File: src/rtl/mul_ctrl_pkg.sv
// Shared op encodings and sizing limits for the multiplier issue controller.
package mul_ctrl_pkg;

  typedef enum logic [1:0] {
    OP_MUL_W   = 2'b00,
    OP_MULH_W  = 2'b01,
    OP_MULH_WU = 2'b10,
    OP_RSV     = 2'b11
  } mul_op_e;

  localparam int RES_DEPTH_MIN = 2;

  function automatic logic op_is_hi(input logic [1:0] op);
    return (op == OP_MULH_W) || (op == OP_MULH_WU);
  endfunction

endpackage

File: src/rtl/mul_issue_ctrl_if.sv
// Request/response handshake between EXE, the multiply controller and MEM.
interface mul_issue_ctrl_if #(
  parameter int TAG_W = 5
) ();

  logic             req_valid;
  logic             req_ready;
  logic [1:0]       req_op;
  logic [31:0]      req_src1;
  logic [31:0]      req_src2;
  logic [TAG_W-1:0] req_tag;

  logic             rsp_valid;
  logic             rsp_ready;
  logic [31:0]      rsp_data;
  logic [TAG_W-1:0] rsp_tag;

  modport master (
    output req_valid, req_op, req_src1, req_src2, req_tag,
    input  req_ready,
    input  rsp_valid, rsp_data, rsp_tag,
    output rsp_ready
  );

  modport slave (
    input  req_valid, req_op, req_src1, req_src2, req_tag,
    output req_ready,
    output rsp_valid, rsp_data, rsp_tag,
    input  rsp_ready
  );

endinterface

File: src/rtl/mul_res_fifo.sv
// Circular result buffer with occupancy count; clr empties it in one cycle.
// Head reads as zero when empty; writer must never exceed DEPTH entries.
module mul_res_fifo #(
  parameter int DEPTH = 2,
  parameter int W     = 37
) (
  input  logic                       mul_clk,
  input  logic                       resetn,
  input  logic                       clr,
  input  logic                       wr_en,
  input  logic [W-1:0]               wr_dat,
  input  logic                       rd_en,
  output logic [W-1:0]               rd_dat,
  output logic [$clog2(DEPTH):0]     count
);

  localparam int PTR_W = $clog2(DEPTH);

  logic [W-1:0]     mem [DEPTH];
  logic [PTR_W-1:0] wptr;
  logic [PTR_W-1:0] rptr;

  always_ff @(posedge mul_clk or negedge resetn) begin
    if (!resetn) begin
      wptr  <= '0;
      rptr  <= '0;
      count <= '0;
    end else if (clr) begin
      wptr  <= '0;
      rptr  <= '0;
      count <= '0;
    end else begin
      if (wr_en) wptr <= wptr + 1'b1;
      if (rd_en) rptr <= rptr + 1'b1;
      case ({wr_en, rd_en})
        2'b10:   count <= count + 1'b1;
        2'b01:   count <= count - 1'b1;
        default: count <= count;
      endcase
    end
  end

  // Storage carries no reset; validity is tracked entirely by count.
  always_ff @(posedge mul_clk) begin
    if (wr_en && !clr) mem[wptr] <= wr_dat;
  end

  assign rd_dat = (count == '0) ? '0 : mem[rptr];

endmodule

File: src/rtl/mul_issue_ctrl.sv
// Issues ops to a non-stalling 2-cycle multiplier only when result space is reserved;
// accept in cycle N yields rsp_valid no earlier than N+2, results returned in order.
module mul_issue_ctrl
  import mul_ctrl_pkg::*;
#(
  parameter int TAG_W     = 5,
  parameter int RES_DEPTH = 2
) (
  input  logic                 mul_clk,
  input  logic                 resetn,
  mul_issue_ctrl_if.slave      io,
  input  logic                 flush,
  output logic [31:0]          mul_x,
  output logic [31:0]          mul_y,
  output logic                 mul_signed,
  input  logic [63:0]          mul_result,
  output logic                 busy
);

  localparam int CNT_W = $clog2(RES_DEPTH) + 1;

  logic             warm;
  logic             s1_valid;
  logic             s1_hi;
  logic             s1_rsv;
  logic [TAG_W-1:0] s1_tag;

  logic [CNT_W-1:0] count;
  logic [CNT_W:0]   occ;
  logic             req_ready;
  logic             rsp_valid;
  logic             rsp_fire;
  logic             issue_fire;
  logic [31:0]      cap_data;
  logic [TAG_W+31:0] head;

  // Slots already owed: buffered results plus the product landing next cycle.
  assign rsp_fire   = rsp_valid & io.rsp_ready;
  assign occ        = {1'b0, count} + (CNT_W+1)'(s1_valid) - (CNT_W+1)'(rsp_fire);
  assign req_ready  = warm & ~flush & (occ < (CNT_W+1)'(RES_DEPTH));
  assign issue_fire = io.req_valid & req_ready;

  assign io.req_ready = req_ready;

  assign mul_x      = issue_fire ? io.req_src1 : 32'h0;
  assign mul_y      = issue_fire ? io.req_src2 : 32'h0;
  assign mul_signed = issue_fire & (io.req_op == OP_MULH_W);

  always_ff @(posedge mul_clk or negedge resetn) begin
    if (!resetn) begin
      warm <= 1'b0;
    end else begin
      warm <= 1'b1;
    end
  end

  always_ff @(posedge mul_clk or negedge resetn) begin
    if (!resetn) begin
      s1_valid <= 1'b0;
      s1_hi    <= 1'b0;
      s1_rsv   <= 1'b0;
      s1_tag   <= '0;
    end else begin
      s1_valid <= issue_fire;
      s1_hi    <= op_is_hi(io.req_op);
      s1_rsv   <= (io.req_op == OP_RSV);
      s1_tag   <= io.req_tag;
    end
  end

  assign cap_data = s1_rsv ? 32'h0 : (s1_hi ? mul_result[63:32] : mul_result[31:0]);

  mul_res_fifo #(
    .DEPTH (RES_DEPTH),
    .W     (TAG_W + 32)
  ) u_fifo (
    .mul_clk (mul_clk),
    .resetn  (resetn),
    .clr     (flush),
    .wr_en   (s1_valid),
    .wr_dat  ({s1_tag, cap_data}),
    .rd_en   (rsp_fire),
    .rd_dat  (head),
    .count   (count)
  );

  assign rsp_valid    = (count != '0) & ~flush;
  assign io.rsp_valid = rsp_valid;
  assign io.rsp_data  = head[31:0];
  assign io.rsp_tag   = head[TAG_W+31:32];

  assign busy = s1_valid | (count != '0);

endmodule

File: src/flat_wrapper.sv
// flat-port wrapper written by rule: the top's interface ports become plain ports
module mul_issue_ctrl_flat import mul_ctrl_pkg::*;
#(
  parameter int TAG_W     = 5,
  parameter int RES_DEPTH = 2
)
  (mul_clk, resetn, flush, mul_x, mul_y, mul_signed, mul_result, busy, io_req_valid, io_req_op, io_req_src1, io_req_src2, io_req_tag, io_req_ready, io_rsp_valid, io_rsp_data, io_rsp_tag, io_rsp_ready);
  mul_issue_ctrl_if #(.TAG_W(TAG_W)) io_i ();
  input  logic mul_clk;
  input  logic resetn;
  input  logic flush;
  output logic [31:0] mul_x;
  output logic [31:0] mul_y;
  output logic mul_signed;
  input  logic [63:0] mul_result;
  output logic busy;
  input wire logic [$bits(io_i.req_valid)-1:0] io_req_valid;
  input wire logic [$bits(io_i.req_op)-1:0] io_req_op;
  input wire logic [$bits(io_i.req_src1)-1:0] io_req_src1;
  input wire logic [$bits(io_i.req_src2)-1:0] io_req_src2;
  input wire logic [$bits(io_i.req_tag)-1:0] io_req_tag;
  output wire logic [$bits(io_i.req_ready)-1:0] io_req_ready;
  output wire logic [$bits(io_i.rsp_valid)-1:0] io_rsp_valid;
  output wire logic [$bits(io_i.rsp_data)-1:0] io_rsp_data;
  output wire logic [$bits(io_i.rsp_tag)-1:0] io_rsp_tag;
  input wire logic [$bits(io_i.rsp_ready)-1:0] io_rsp_ready;
  assign io_i.req_valid = io_req_valid;
  assign io_i.req_op = io_req_op;
  assign io_i.req_src1 = io_req_src1;
  assign io_i.req_src2 = io_req_src2;
  assign io_i.req_tag = io_req_tag;
  assign io_req_ready = io_i.req_ready;
  assign io_rsp_valid = io_i.rsp_valid;
  assign io_rsp_data = io_i.rsp_data;
  assign io_rsp_tag = io_i.rsp_tag;
  assign io_i.rsp_ready = io_rsp_ready;
  mul_issue_ctrl #(.TAG_W(TAG_W), .RES_DEPTH(RES_DEPTH)) u_core (.mul_clk(mul_clk), .resetn(resetn), .io(io_i), .flush(flush), .mul_x(mul_x), .mul_y(mul_y), .mul_signed(mul_signed), .mul_result(mul_result), .busy(busy));
endmodule
File: config.mk
export PLATFORM = sky130hd
export DESIGN_NAME = mul_issue_ctrl_flat
export DESIGN_NICKNAME = d
export VERILOG_FILES = /design/src/rtl/mul_ctrl_pkg.sv /design/src/rtl/mul_issue_ctrl_if.sv /design/src/rtl/mul_res_fifo.sv /design/src/rtl/mul_issue_ctrl.sv /design/src/flat_wrapper.sv
export SDC_FILE = /design/constraint.sdc
export NUM_CORES = 1
export LEC_CHECK = 0
export CORE_UTILIZATION = 39
export CTS_CLUSTER_DIAMETER = 50
export DETAILED_ROUTE_END_ITERATION = 12
export GPL_TIMING_DRIVEN = 0
export HOLD_SLACK_MARGIN = 0.08
export PLACE_DENSITY_LB_ADDON = 0.1
export SLEW_MARGIN = 20
export SYNTH_ARGS = -nofsm -noshare
export SYNTH_HDL_FRONTEND = slang
export SYNTH_SLANG_ARGS = --single-unit
File: constraint.sdc
create_clock -name mul_clk -period 4.6 [get_ports mul_clk]
set_input_delay 0.92 -clock mul_clk [delete_from_list [all_inputs] [get_ports mul_clk]]
set_output_delay 0.92 -clock mul_clk [all_outputs]
set_load 0.01 [all_outputs]
==> metrics.txt <==
# TYPE chip_impl_metric gauge
chip_impl_metric{name="grt_max_degree",unit=""} 15
chip_impl_metric{name="synth_top_area_share",unit="%"} 50.1
chip_impl_metric{name="synth_mux_area_share",unit="%"} 15.8
chip_impl_metric{name="final_max_slew_viol_count",unit=""} 0
chip_impl_info{name="worst_flop_to_flop_path_endpoint",value="u_core.s1_valid"} 1
chip_impl_info{name="crit_path_end",value="mul_x[5]"} 1
chip_impl_metric{name="critical_path_arrival",unit="ns"} 3.56
chip_impl_metric{name="clkLatencyLatePin",unit="ns"} 0.33
chip_impl_info{name="path_class",value="input port to output pin"} 1
chip_impl_metric{name="area_growth_syn_to_layout",unit="%"} 66.5
chip_impl_metric{name="finish.utilization",unit="%"} 67.5
chip_impl_metric{name="port-buffer-count",unit=""} 244
chip_impl_metric{name="yosys.area_share.xor_xnor",unit="%"} 0.593
chip_impl_metric{name="clock_path_buffers",unit=""} 2
chip_impl_info{name="hold_class",value="flop to flop"} 1
chip_impl_metric{name="final_hold_viol_count",unit=""} 0
chip_impl_metric{name="finalHoldWorstSlack",unit="ns"} 0.450
chip_impl_metric{name="vdd_ir_drop_max",unit="mV"} 0.229
chip_impl_metric{name="switching_share",unit="%"} 28.5
chip_impl_metric{name="synth_compound_area_share",unit="%"} 0.452
chip_impl_info{name="worstSetupEndpointType",value="output pin"} 1
chip_impl_metric{name="gr-usage-all-layers",unit="%"} 22.6
chip_impl_metric{name="detail_route.vias_per_cell",unit=""} 4.91
chip_impl_metric{name="crit_path_max_fanout",unit=""} 10
chip_impl_info{name="busiest_layer",value="met2"} 1
chip_impl_metric{name="holdBufCountCts",unit=""} 0
chip_impl_metric{name="clk_pin_slew_worst_paths",unit="ns"} 0.06
chip_impl_metric{name="combinationalPowerShare",unit="%"} 31.2
chip_impl_metric{name="worst-slew-pin-transition",unit="ns"} 0.637
chip_impl_metric{name="final-seq-area",unit="um^2"} 2550
chip_impl_metric{name="power_switching",unit="mW"} 0.653
chip_impl_metric{name="vias",unit=""} 3758
chip_impl_metric{name="finalCritPeriodShare",unit="%"} 97.4
chip_impl_info{name="yosys_most_used_dff",value="sky130_fd_sc_hd__edfxtp_1"} 1
chip_impl_metric{name="clock_sink_count",unit=""} 87
chip_impl_metric{name="first_global_vias",unit=""} 3917
chip_impl_metric{name="synth.cell_area",unit="um^2"} 4430
chip_impl_metric{name="r2r_slack",unit="ns"} 1.70
chip_impl_metric{name="design.portCount",unit=""} 245
chip_impl_metric{name="grt_first_pass_wirelength",unit="um"} 19700
chip_impl_metric{name="final.min_clock_period",unit="ns"} 4.48
chip_impl_metric{name="cellPowerDensity",unit="nW/um^2"} 311
chip_impl_metric{name="synth_fa_ha_area_share",unit="%"} 1.86
chip_impl_metric{name="multiInputGateArea",unit="um^2"} 1900
chip_impl_metric{name="placeableCoreArea",unit="um^2"} 10900
chip_impl_metric{name="finClkSkew",unit="ns"} 0.00578
chip_impl_metric{name="p_seq_share",unit="%"} 39.4
chip_impl_metric{name="finish.net_count",unit=""} 767
chip_impl_metric{name="worstRegToRegCells",unit=""} 9
chip_impl_metric{name="postPlaceCellArea",unit="um^2"} 7130
chip_impl_metric{name="synth_cell_types",unit=""} 26
chip_impl_metric{name="worstHoldPathCells",unit=""} 0
chip_impl_info{name="timing.rr.start",value="u_core.u_fifo.count[1]"} 1
chip_impl_metric{name="synth_edf_count",unit=""} 74
chip_impl_metric{name="antenna-diode-count",unit=""} 0
chip_impl_metric{name="report.power.total",unit="mW"} 2.29
chip_impl_metric{name="grt_antenna_before_repair",unit=""} 0
chip_impl_metric{name="synth.avg_cell_area",unit="um^2"} 12.4
chip_impl_metric{name="grt_met2_usage",unit="%"} 40.3
chip_impl_metric{name="detail_route.wl_per_cell",unit="um"} 17.5
chip_impl_metric{name="yosysWarningCount",unit=""} 0
chip_impl_metric{name="worst_slack",unit="ns"} 0.118
chip_impl_metric{name="synth.yosys.seq_area_share",unit="%"} 57.5
chip_impl_info{name="clockRootBuffer",value="sky130_fd_sc_hd__clkbuf_16"} 1
chip_impl_info{name="synth.top_cells.by_count",value="sky130_fd_sc_hd__edfxtp_1 (74), sky130_fd_sc_hd__nor2_1 (74), sky130_fd_sc_hd__mux2i_1 (69)"} 1
chip_impl_metric{name="async_flop_share",unit="%"} 14.9
chip_impl_metric{name="placementRows",unit=""} 38
chip_impl_metric{name="place_ws",unit="ns"} -0.887
chip_impl_metric{name="wirelength",unit="um"} 13400
chip_impl_metric{name="drc",unit=""} 0
chip_impl_metric{name="detailedPlacementHpwl",unit="um"} 10600
chip_impl_info{name="combinational_family_with_the_most_area_after_synthesis",value="simple AND/OR/NAND/NOR gates"} 1
chip_impl_metric{name="cp.required",unit="ns"} 3.68
chip_impl_metric{name="use_met1",unit="%"} 25.8
chip_impl_metric{name="routabilityCongestion",unit=""} 0.760
chip_impl_metric{name="layout-drive-gt1-share",unit="%"} 24.3
chip_impl_metric{name="fp.dieW",unit="um"} 109
chip_impl_metric{name="setup_violations_final",unit=""} 0
chip_impl_metric{name="postSynthNetCount",unit=""} 504
chip_impl_info{name="yosys.area.top_type",value="sky130_fd_sc_hd__edfxtp_1"} 1
chip_impl_metric{name="power.internal",unit="mW"} 1.64
chip_impl_metric{name="start_util",unit="%"} 40.5
chip_impl_metric{name="slew_headroom",unit="%"} 57.4
chip_impl_metric{name="dr.first_iter.drc_count",unit=""} 168
chip_impl_metric{name="synthesis.instances",unit=""} 358
chip_impl_metric{name="max-cap-violations",unit=""} 0
chip_impl_info{name="netlist_top_cells_area",value="sky130_fd_sc_hd__edfxtp_1 (50%), sky130_fd_sc_hd__mux2i_1 (16%), sky130_fd_sc_hd__nor3b_1 (11%)"} 1
chip_impl_info{name="result_of_the_run",value="finished, final reports clean"} 1
chip_impl_metric{name="first_pass_iters",unit=""} 4
chip_impl_metric{name="fp.dieArea",unit="um^2"} 11800
chip_impl_info{name="crit_path_start",value="flush"} 1
chip_impl_metric{name="maxClockFrequency",unit="MHz"} 223
chip_impl_metric{name="setup_tns",unit="ns"} 0
chip_impl_metric{name="yosys.area_share.simple",unit="%"} 19.5
chip_impl_metric{name="cts_made_buffers",unit=""} 9
chip_impl_metric{name="final_cell_count_no_fill",unit=""} 766
chip_impl_metric{name="p_clk_share",unit="%"} 29.3
chip_impl_info{name="cts_tree",value="yes"} 1
chip_impl_metric{name="final_antenna_net_count",unit=""} 0
chip_impl_info{name="grt_setup_unrepaired",value="no"} 1
chip_impl_metric{name="grt_use_met3",unit="%"} 7.47
chip_impl_metric{name="number_of_levels_in_the_clock_h_tree",unit=""} 3
chip_impl_metric{name="postLayoutCellArea",unit="um^2"} 7380
chip_impl_metric{name="placed_cells",unit=""} 750
chip_impl_metric{name="post-cts-setup-buffers",unit=""} 0
chip_impl_metric{name="grt.overflow.total",unit=""} 0
chip_impl_metric{name="fill_cells",unit=""} 874
chip_impl_metric{name="p_leak",unit="nW"} 2.84
chip_impl_metric{name="fp.dieH",unit="um"} 109
chip_impl_metric{name="ys_seq_elements",unit=""} 87
chip_impl_info{name="worst_setup_path_start_kind",value="input port"} 1
==> worst min-delay path by stage <==
stage | start | to | slack (ns)
2_1_floorplan | u_core.s1_tag[0] | u_core.u_fifo.mem[0][32] | 0.42
3_3_place_gp | u_core.s1_tag[1] | u_core.u_fifo.mem[1][33] | 0.42
3_5_place_dp | u_core.s1_tag[3] | u_core.u_fifo.mem[0][35] | 0.44
4_1_cts | u_core.s1_tag[3] | u_core.u_fifo.mem[1][35] | 0.45
5_1_grt | u_core.s1_tag[3] | u_core.u_fifo.mem[1][35] | 0.45
6_report | u_core.s1_tag[1] | u_core.u_fifo.mem[1][33] | 0.45
==> placed cells by master, fill, tap and decap left out, drive strengths merged <==
cell type	Yosys	final
clkdlybuf4s50	0	176
nor2	74	74
edfxtp	74	74
buf	20	74
mux2i	69	69
nor3b	67	67
clkbuf	10	30
dfrtp	13	13
clkdlybuf4s15	0	11
inv	5	6
ha	5	5
nor3	5	5
nand2	2	2
xnor2	2	2
clkinv	0	2
nand2b	1	1
or3b	1	1
xor2	1	1
nand4b	1	1
o21a	1	1
or2	1	1
a211oi	1	1
nor2b	1	1
o21ai	1	1
mux2	1	1
fa	1	1
clkinvlp	0	1
dlymetal6s2s	0	1
dlygate4sd2	0	1
dlygate4sd1	0	1
conb	1	1
==> flip-flops by register name, indices dropped and copies added (netlist names) <==
signal	count
u_core.s1_rsv	1
u_core.u_fifo.mem	74
u_core.u_fifo.wptr	1
u_core.u_fifo.count	2
u_core.u_fifo.rptr	1
u_core.s1_tag	5
u_core.s1_valid	1
u_core.s1_hi	1
u_core.warm	1
==> metal layers <==
layer / vias to the layer above / routed length, um
li1: 1805 / -
met1: 1796 / 5210
met2: 147 / 7000
met3: 10 / 1100
met4: 0 / 142
met5: - / 0
==> power groups by stage <==
stage / Combinational, mW / Clock [mW] / Sequential [mW]
2_1_floorplan: 0.346 / 0 / 0.916
3_3_place_gp: 0.693 / 0 / 0.920
3_5_place_dp: 0.708 / 0 / 0.919
4_1_cts: 0.705 / 0.687 / 0.903
5_1_grt: 0.771 / 0.715 / 0.906
6_report: 0.716 / 0.673 / 0.904
==> timing repair <==
item                                    in CTS  in global routing
resized for setup                          292                 43
pin swaps                                    1                  2
endpoints found under the hold margin        0                  0
endpoints found under the setup margin      66                 66
==> layout make-up <==
cell class | count | share of cell area [%]
Buffer | 30 | 2.88
Clock buffer | 12 | 3.34
Multi-Input combinational cell | 236 | 25.7
Timing Repair Buffer | 252 | 30.5
Sequential cell | 87 | 34.5
Tap cell | 140 | 2.37
Inverter | 5 | 0.254
Clock inverter | 4 | 0.407
==> critical path: stages <==
cell	delay, ns
sky130_fd_sc_hd__clkbuf_2	0.12
sky130_fd_sc_hd__buf_8	0.15
sky130_fd_sc_hd__or3b_2	0.47
sky130_fd_sc_hd__ha_1	0.30
sky130_fd_sc_hd__nand2b_4	0.15
sky130_fd_sc_hd__fa_2	0.60
sky130_fd_sc_hd__nand4b_4	0.13
sky130_fd_sc_hd__buf_8	0.16
sky130_fd_sc_hd__buf_4	0.18
sky130_fd_sc_hd__nor3b_1	0.21
sky130_fd_sc_hd__buf_2	0.17
==> cells by family after synthesis <==
group                      after synthesis
adders and majority gates                6
buffers and inverters                   35
and+or+nand+nor                        153
AOI/OAI and AO/OA                        3
xor gates and xnor gates                 3
other                                    1
DFF                                     87
muxes                                   70
(Power assumes the default switching activity.)
